`src/rtl/frog_hop_ctrl.sv`:
```
// Frog movement and scoring controller.
// Turns debounced button presses into single-tile hops on the play grid,
// enforces a lockout after every hop, and judges landings on the goal row:
// a lily pad scores a point, anything else costs a life. The frog position,
// score, lives and a per-pixel draw flag feed the top-level game and the
// video/7-segment stages.
module frog_hop_ctrl #(
    parameter int c_GAME_WIDTH  = 14,
    parameter int c_GAME_HEIGHT = 13,
    parameter int c_START_X     = 7,
    parameter int c_START_Y     = 12,
    parameter int c_HOP_DELAY   = 6250000,
    parameter int c_LIVES       = 3,
    parameter int c_SCORE_LIMIT = 99
) (
    input  logic       i_Clk,
    input  logic       i_Rst_N,
    input  logic       i_Game_Start,
    input  logic       i_Up_Mvt,
    input  logic       i_Down_Mvt,
    input  logic       i_Left_Mvt,
    input  logic       i_Right_Mvt,
    input  logic [4:0] i_Col_Count_Div,
    input  logic [4:0] i_Row_Count_Div,
    input  logic [3:0] i_Frog_Tile,
    output logic [5:0] o_Frogger_X,
    output logic [5:0] o_Frogger_Y,
    output logic       o_Draw_Frogger,
    output logic [6:0] o_Score,
    output logic [1:0] o_Lives,
    output logic       o_Game_Active
);

    // Counter only needs to reach c_HOP_DELAY-1; keep at least one bit.
    localparam int CW = (c_HOP_DELAY > 1) ? $clog2(c_HOP_DELAY) : 1;
    localparam logic [CW-1:0] CNT_LAST = CW'(c_HOP_DELAY - 1);
    localparam logic [5:0] START_X  = 6'(c_START_X);
    localparam logic [5:0] START_Y  = 6'(c_START_Y);
    localparam logic [5:0] LAST_COL = 6'(c_GAME_WIDTH - 1);
    localparam logic [5:0] LAST_ROW = 6'(c_GAME_HEIGHT - 1);
    localparam logic [6:0] LIMIT    = 7'(c_SCORE_LIMIT);
    localparam logic [1:0] LIVES    = 2'(c_LIVES);
    localparam logic [3:0] TILE_LILY = 4'd4;

    // Button vector bit positions.
    localparam int B_START = 0;
    localparam int B_UP    = 1;
    localparam int B_DOWN  = 2;
    localparam int B_LEFT  = 3;
    localparam int B_RIGHT = 4;

    typedef enum logic [1:0] {
        IDLE,
        PLAY,
        COOLDOWN,
        CHECK
    } state_t;

    state_t          state_reg, state_next;
    logic [5:0]      x_reg, x_next;
    logic [5:0]      y_reg, y_next;
    logic [6:0]      score_reg, score_next;
    logic [1:0]      lives_reg, lives_next;
    logic [CW-1:0]   cnt_reg, cnt_next;

    logic [4:0]      btn_w;
    logic [4:0]      btn_q_reg;
    logic [4:0]      edge_w;

    assign btn_w = {i_Right_Mvt, i_Left_Mvt, i_Down_Mvt, i_Up_Mvt, i_Game_Start};

    // One delayed copy per button; a rising edge is "high now, low last clock".
    generate
        for (genvar gi = 0; gi < 5; gi++) begin : g_edge
            always_ff @(posedge i_Clk or negedge i_Rst_N) begin
                if (!i_Rst_N) begin
                    btn_q_reg[gi] <= 1'b0;
                end else begin
                    btn_q_reg[gi] <= btn_w[gi];
                end
            end
            assign edge_w[gi] = btn_w[gi] & ~btn_q_reg[gi];
        end
    endgenerate

    // State, position, score, lives and lockout counter registers.
    always_ff @(posedge i_Clk or negedge i_Rst_N) begin
        if (!i_Rst_N) begin
            state_reg <= IDLE;
            x_reg     <= START_X;
            y_reg     <= START_Y;
            score_reg <= '0;
            lives_reg <= '0;
            cnt_reg   <= '0;
        end else begin
            state_reg <= state_next;
            x_reg     <= x_next;
            y_reg     <= y_next;
            score_reg <= score_next;
            lives_reg <= lives_next;
            cnt_reg   <= cnt_next;
        end
    end

    // Next-state logic: start, hop selection, lockout timing and landing judgement.
    always_comb begin
        state_next = state_reg;
        x_next     = x_reg;
        y_next     = y_reg;
        score_next = score_reg;
        lives_next = lives_reg;
        cnt_next   = cnt_reg;

        case (state_reg)
            IDLE: begin
                if (edge_w[B_START]) begin
                    state_next = PLAY;
                    score_next = '0;
                    lives_next = LIVES;
                    x_next     = START_X;
                    y_next     = START_Y;
                end
            end

            PLAY: begin
                // The highest-priority edge picks the move; if that move would
                // leave the grid nothing happens and no lockout starts.
                if (edge_w[B_UP]) begin
                    if (y_reg != 6'd0) begin
                        y_next     = y_reg - 6'd1;
                        state_next = COOLDOWN;
                        cnt_next   = '0;
                    end
                end else if (edge_w[B_DOWN]) begin
                    if (y_reg != LAST_ROW) begin
                        y_next     = y_reg + 6'd1;
                        state_next = COOLDOWN;
                        cnt_next   = '0;
                    end
                end else if (edge_w[B_LEFT]) begin
                    if (x_reg != 6'd0) begin
                        x_next     = x_reg - 6'd1;
                        state_next = COOLDOWN;
                        cnt_next   = '0;
                    end
                end else if (edge_w[B_RIGHT]) begin
                    if (x_reg != LAST_COL) begin
                        x_next     = x_reg + 6'd1;
                        state_next = COOLDOWN;
                        cnt_next   = '0;
                    end
                end
            end

            COOLDOWN: begin
                if (cnt_reg == CNT_LAST) begin
                    cnt_next   = '0;
                    state_next = (y_reg == 6'd0) ? CHECK : PLAY;
                end else begin
                    cnt_next = cnt_reg + 1'b1;
                end
            end

            CHECK: begin
                x_next = START_X;
                y_next = START_Y;
                if (i_Frog_Tile == TILE_LILY) begin
                    if (score_reg < LIMIT) begin
                        score_next = score_reg + 7'd1;
                    end
                    state_next = (score_next == LIMIT) ? IDLE : PLAY;
                end else begin
                    if (lives_reg != 2'd0) begin
                        lives_next = lives_reg - 2'd1;
                    end
                    state_next = (lives_next == 2'd0) ? IDLE : PLAY;
                end
            end

            default: begin
                state_next = IDLE;
            end
        endcase
    end

    assign o_Frogger_X    = x_reg;
    assign o_Frogger_Y    = y_reg;
    assign o_Score        = score_reg;
    assign o_Lives        = lives_reg;
    assign o_Game_Active  = (state_reg != IDLE);
    assign o_Draw_Frogger = o_Game_Active
                            && (i_Col_Count_Div == x_reg[4:0])
                            && (i_Row_Count_Div == y_reg[4:0]);

endmodule

```
`config.mk`:
```
export PLATFORM = sky130hd
export DESIGN_NAME = frog_hop_ctrl
export DESIGN_NICKNAME = d
export VERILOG_FILES = /design/src/rtl/frog_hop_ctrl.sv
export SDC_FILE = /design/constraint.sdc
export NUM_CORES = 1
export LEC_CHECK = 0
export ABC_AREA = 1
export BUFFER_PORTS_ARGS = -buffer_cell sky130_fd_sc_hd__buf_2
export CORE_ASPECT_RATIO = 0.5
export CORE_MARGIN = 1
export CORE_UTILIZATION = 55
export CTS_BUF_LIST = sky130_fd_sc_hd__clkbuf_8
export DETAILED_ROUTE_END_ITERATION = 6
export HOLD_SLACK_MARGIN = 0.08
export PLACE_DENSITY = 0.8
export SYNTH_ARGS = -nofsm -noshare
export SYNTH_HDL_FRONTEND = slang
export SYNTH_SLANG_ARGS = --single-unit
```
`constraint.sdc`:
```
create_clock -name i_Clk -period 1.89 [get_ports i_Clk]
set_clock_uncertainty 0.05 [all_clocks]
set_input_delay 0.378 -clock i_Clk [delete_from_list [all_inputs] [get_ports i_Clk]]
set_output_delay 0.378 -clock i_Clk [all_outputs]
set_load 0.1 [all_outputs]
```
==> flow_summary.toml <==
[synth]
yosysUniqueCellTypes = 46
synth.yosys.seq_area_share_pct = 34.8
yosys_warnings = 0
synth-seq-cells = 51
syn_inst = 510
syn_nets = 548
netlist_area_mm2 = 0.00369
synth.avg_cell_area_um2 = 7.23

[power]
seqPwrFrac_pct = 22.8
clockPowerShare_pct = 10.2
power.switching_w = 0.00368
internal-power_w = 0.00330
max-vdd-ir-drop_uv = 1310
p_comb_share_pct = 67.0
p_sw_share_pct = 52.8
power.leakage_nw = 2.18
p_per_area_mw_per_mm2 = 1470

[floorplan]
ios = 44
rows = 20
die_area_mm2 = 0.00706
dieHeight_um = 59.9
core_mm2 = 0.00626
die_w_um = 118
initial_core_util_pct = 59.0

[finish]
largest_reg_flops = 23
final_cell_area_mm2 = 0.00476
num_antenna_cells = 0
multi_input_area_mm2 = 0.00227
nNetsFinal = 637
fill_cells = 442
synthToLayoutAreaGrowth_pct = 29.0
seq_area_mm2 = 0.00131
drive_gt1_share_pct = 28.3

[setup_path]
reg2reg_depth = 13
cp_data_required_time_ns = 1.46
path_cells = "inv_4 -> a221oi_1 -> nand3_1 -> nor2_4 -> buf_12"
worstSetupStartpoint = "o_Frogger_X[0]"
path_class = "reg2out"
max_stage_delay_ns = 0.67
worst-path-stages = 5
critPathSlowestCell = "dfstp_4"
critPathTopFamily = "flip-flops"
r2r_start = "state_reg[0]"
cp_max_fo = 6
critPathCaptureType = "output pin"
worstPathArrival_ns = 1.78
crit_buf_inv = 2
startpoint_type = "flip-flop"

[detailed_routing]
vias_per_cell = 5.74
ant_nets = 0
totalWireLength_um = 10800
num_vias = 3950
drc = 0
avgRoutedWirePerCell_um = 15.7
drt_iter0_drc = 300
drtPass1Iterations = 5

[clock_tree]
cts_max_level = 2
max-clock-path-buffers = 2
cts-buffers-inserted = 5
cts.sinks = 51
clk_pin_slew_ns = 0.10
cts_tree = "done"
clk_latency_ns = 0.32
cts-root-buf = "clkbuf_8"

[status]
violations = "setup timing"
status = "finished, violations left"

[timing]
period_minus_slack_ns = 2.21
fmax_mhz = 453
hold_ws_ns = 0.122
finalCritPeriodShare_pct = 117
slew_headroom_pct = 66.7
rsz0062_at_grt = "yes"
slew_violations = 0
layout_setup_ws_ns = -0.319
worst_pin_slew_ns = 0.503
setup_violations = 42
finalHoldViolations = 0

[global_routing]
grt_max_degree = 22
grt_use_total_pct = 27.5
grt_pass1_vias = 3424
grt_pass1_wl_um = 15400
antenna_found_initial = 0
grt-ovfl-total = 0

[place]
hpwlAfterDp_um = 6810
io_buffer_count = 43
routabilityCongestion = 0.949
placed_cell_area_mm2 = 0.00431

[worst_hold_path]
hp-start = "i_Left_Mvt"
hold_path_class = "in2reg"
hold_path_depth = 1

[job]
drv_cap = 0
[cell families (layout without fill, tap and decap cells)]
kind of cell	count (synthesis)	count (layout)	share of synthesized area (%)
and+or+nand+nor	260	262	31.8
buffers and inverters	82	170	9.33
AOI/OAI and AO/OA	81	81	13.4
DFF	51	51	34.8
xor gates and xnor gates	19	19	4.51
adders and majority gates	17	17	6.17
[what timing repair did]
action	CTS	global route
setup buffers	2	18
hold buffers	1	0
resized for setup	4	31
hold endpoints to repair	9	0
cloned	0	2
pin swaps	4	9
setup endpoints to repair	3	35
[final timing paths]
kind / endpoint / slack (ns)
setup / recovery: o_Draw_Frogger / -0.32
hold / removal: btn_q_reg[3] / 0.12
setup reg to reg: state_reg[0] / -0.12
hold reg to reg: cnt_reg[22] / 0.51
max in group asynchronous: o_Frogger_Y[1] / 0.80
min in group asynchronous: btn_q_reg[4] / 0.49
[Yosys cell counts (all sizes together)]
master  count  share of area [%]
a21boi      1               0.20
o21bai      4               0.81
xor2       11                2.6
fa          2                1.1
o221a       1               0.31
a22oi       2               0.41
nor3b       1               0.20
nand4      23                3.9
o22ai       9                1.5
and3        2               0.34
a31oi       1               0.17
inv        73                7.5
o21ai      36                5.2
nand3b      2               0.51
dfstp       5                3.6
or2         1               0.17
nand2     123                 13
dfrtp      46                 31
nor2       63                6.8
a22o        3               0.71
xnor2       8                1.9
a21o        1               0.20
a221oi      1               0.24
nand3      37                5.6
o31ai       4               0.81
nor3        8                1.7
ha         15                5.1
a211oi      2               0.41
buf         9                1.8
o211ai      1               0.20
a21oi      15                2.2
[per-stage QoR]
step | cells | setup slack, ns | TNS [ns] | power [W] | util (%)
floorplan | 510 | -0.347 | -3.27 | 0.00449 | -
global placement | 657 | 0.0164 | 0 | 0.00526 | 68.9
detailed placement | 657 | -0.115 | -0.229 | 0.00534 | 68.9
CTS | 668 | -0.312 | -0.312 | 0.00612 | 71.2
global route | 688 | -0.402 | -5.47 | 0.00733 | 76.1
finish | 688 | -0.319 | -2.77 | 0.00698 | 76.1
[cell type report]
cell class	count	share of cell area (%)
clock buffers	7	2.02
flip-flops and latches	51	27.6
clock inverters	1	0.0789
multi-input cells	379	47.8
well taps	88	2.31
inverters	73	6.00
repair buffers	89	14.2
[power by group through the flow]
stage	sequential [W]	combinational [W]	clock, W
floorplan	0.00247	0.00202	0
global placement	0.00158	0.00368	0
detailed placement	0.00159	0.00375	0
CTS	0.00156	0.00383	0.000720
global route	0.00161	0.00495	0.000768
finish	0.00159	0.00468	0.000715
[worst reg2reg max path: stages (launching register included)]
cell	delay, ns
dfrtp_1	0.46
inv_2	0.10
ha_4	0.19
buf_12	0.12
clkinvlp_4	0.07
buf_6	0.10
a21oi_4	0.04
buf_4	0.14
nor2_2	0.09
nand2_1	0.08
nor3_2	0.15
nand2_1	0.11
nand2_1	0.11
nand2_1	0.08
[placed cells by master (no fill, tap or decap), types with 4 or more instances in the layout]
cell type / netlist / routed
dfrtp_1: 46 / 34
nand4_1: 23 / 23
o31ai_1: 4 / 4
nor3_1: 5 / 4
o21bai_1: 4 / 4
ha_1: 15 / 10
nor2_4: 1 / 5
o21ai_1: 6 / 14
xor2_1: 11 / 11
o22ai_1: 9 / 8
clkbuf_8: 0 / 7
buf_4: 4 / 36
a21oi_1: 13 / 9
o21ai_0: 27 / 16
dfstp_4: 0 / 4
nand3_1: 34 / 33
buf_6: 2 / 5
o21ai_2: 3 / 6
inv_1: 69 / 63
nor2_1: 59 / 53
nand2_1: 122 / 120
buf_12: 0 / 7
dfrtp_2: 0 / 12
buf_2: 3 / 40
xnor2_1: 8 / 8
nor2_2: 3 / 5
inv_2: 3 / 7
[metal layers]
| layer | vias up | wire (um) | global-route usage, % |
|---|---|---|---|
| met4 | 0 | 385 | 7.14 |
| met1 | 1879 | 4600 | 34.4 |
| li1 | 1871 | - | - |
| met5 | - | 0 | 0 |
| met3 | 45 | 643 | 4.87 |
| met2 | 155 | 5150 | 50.5 |
(Power assumes the default switching activity.)
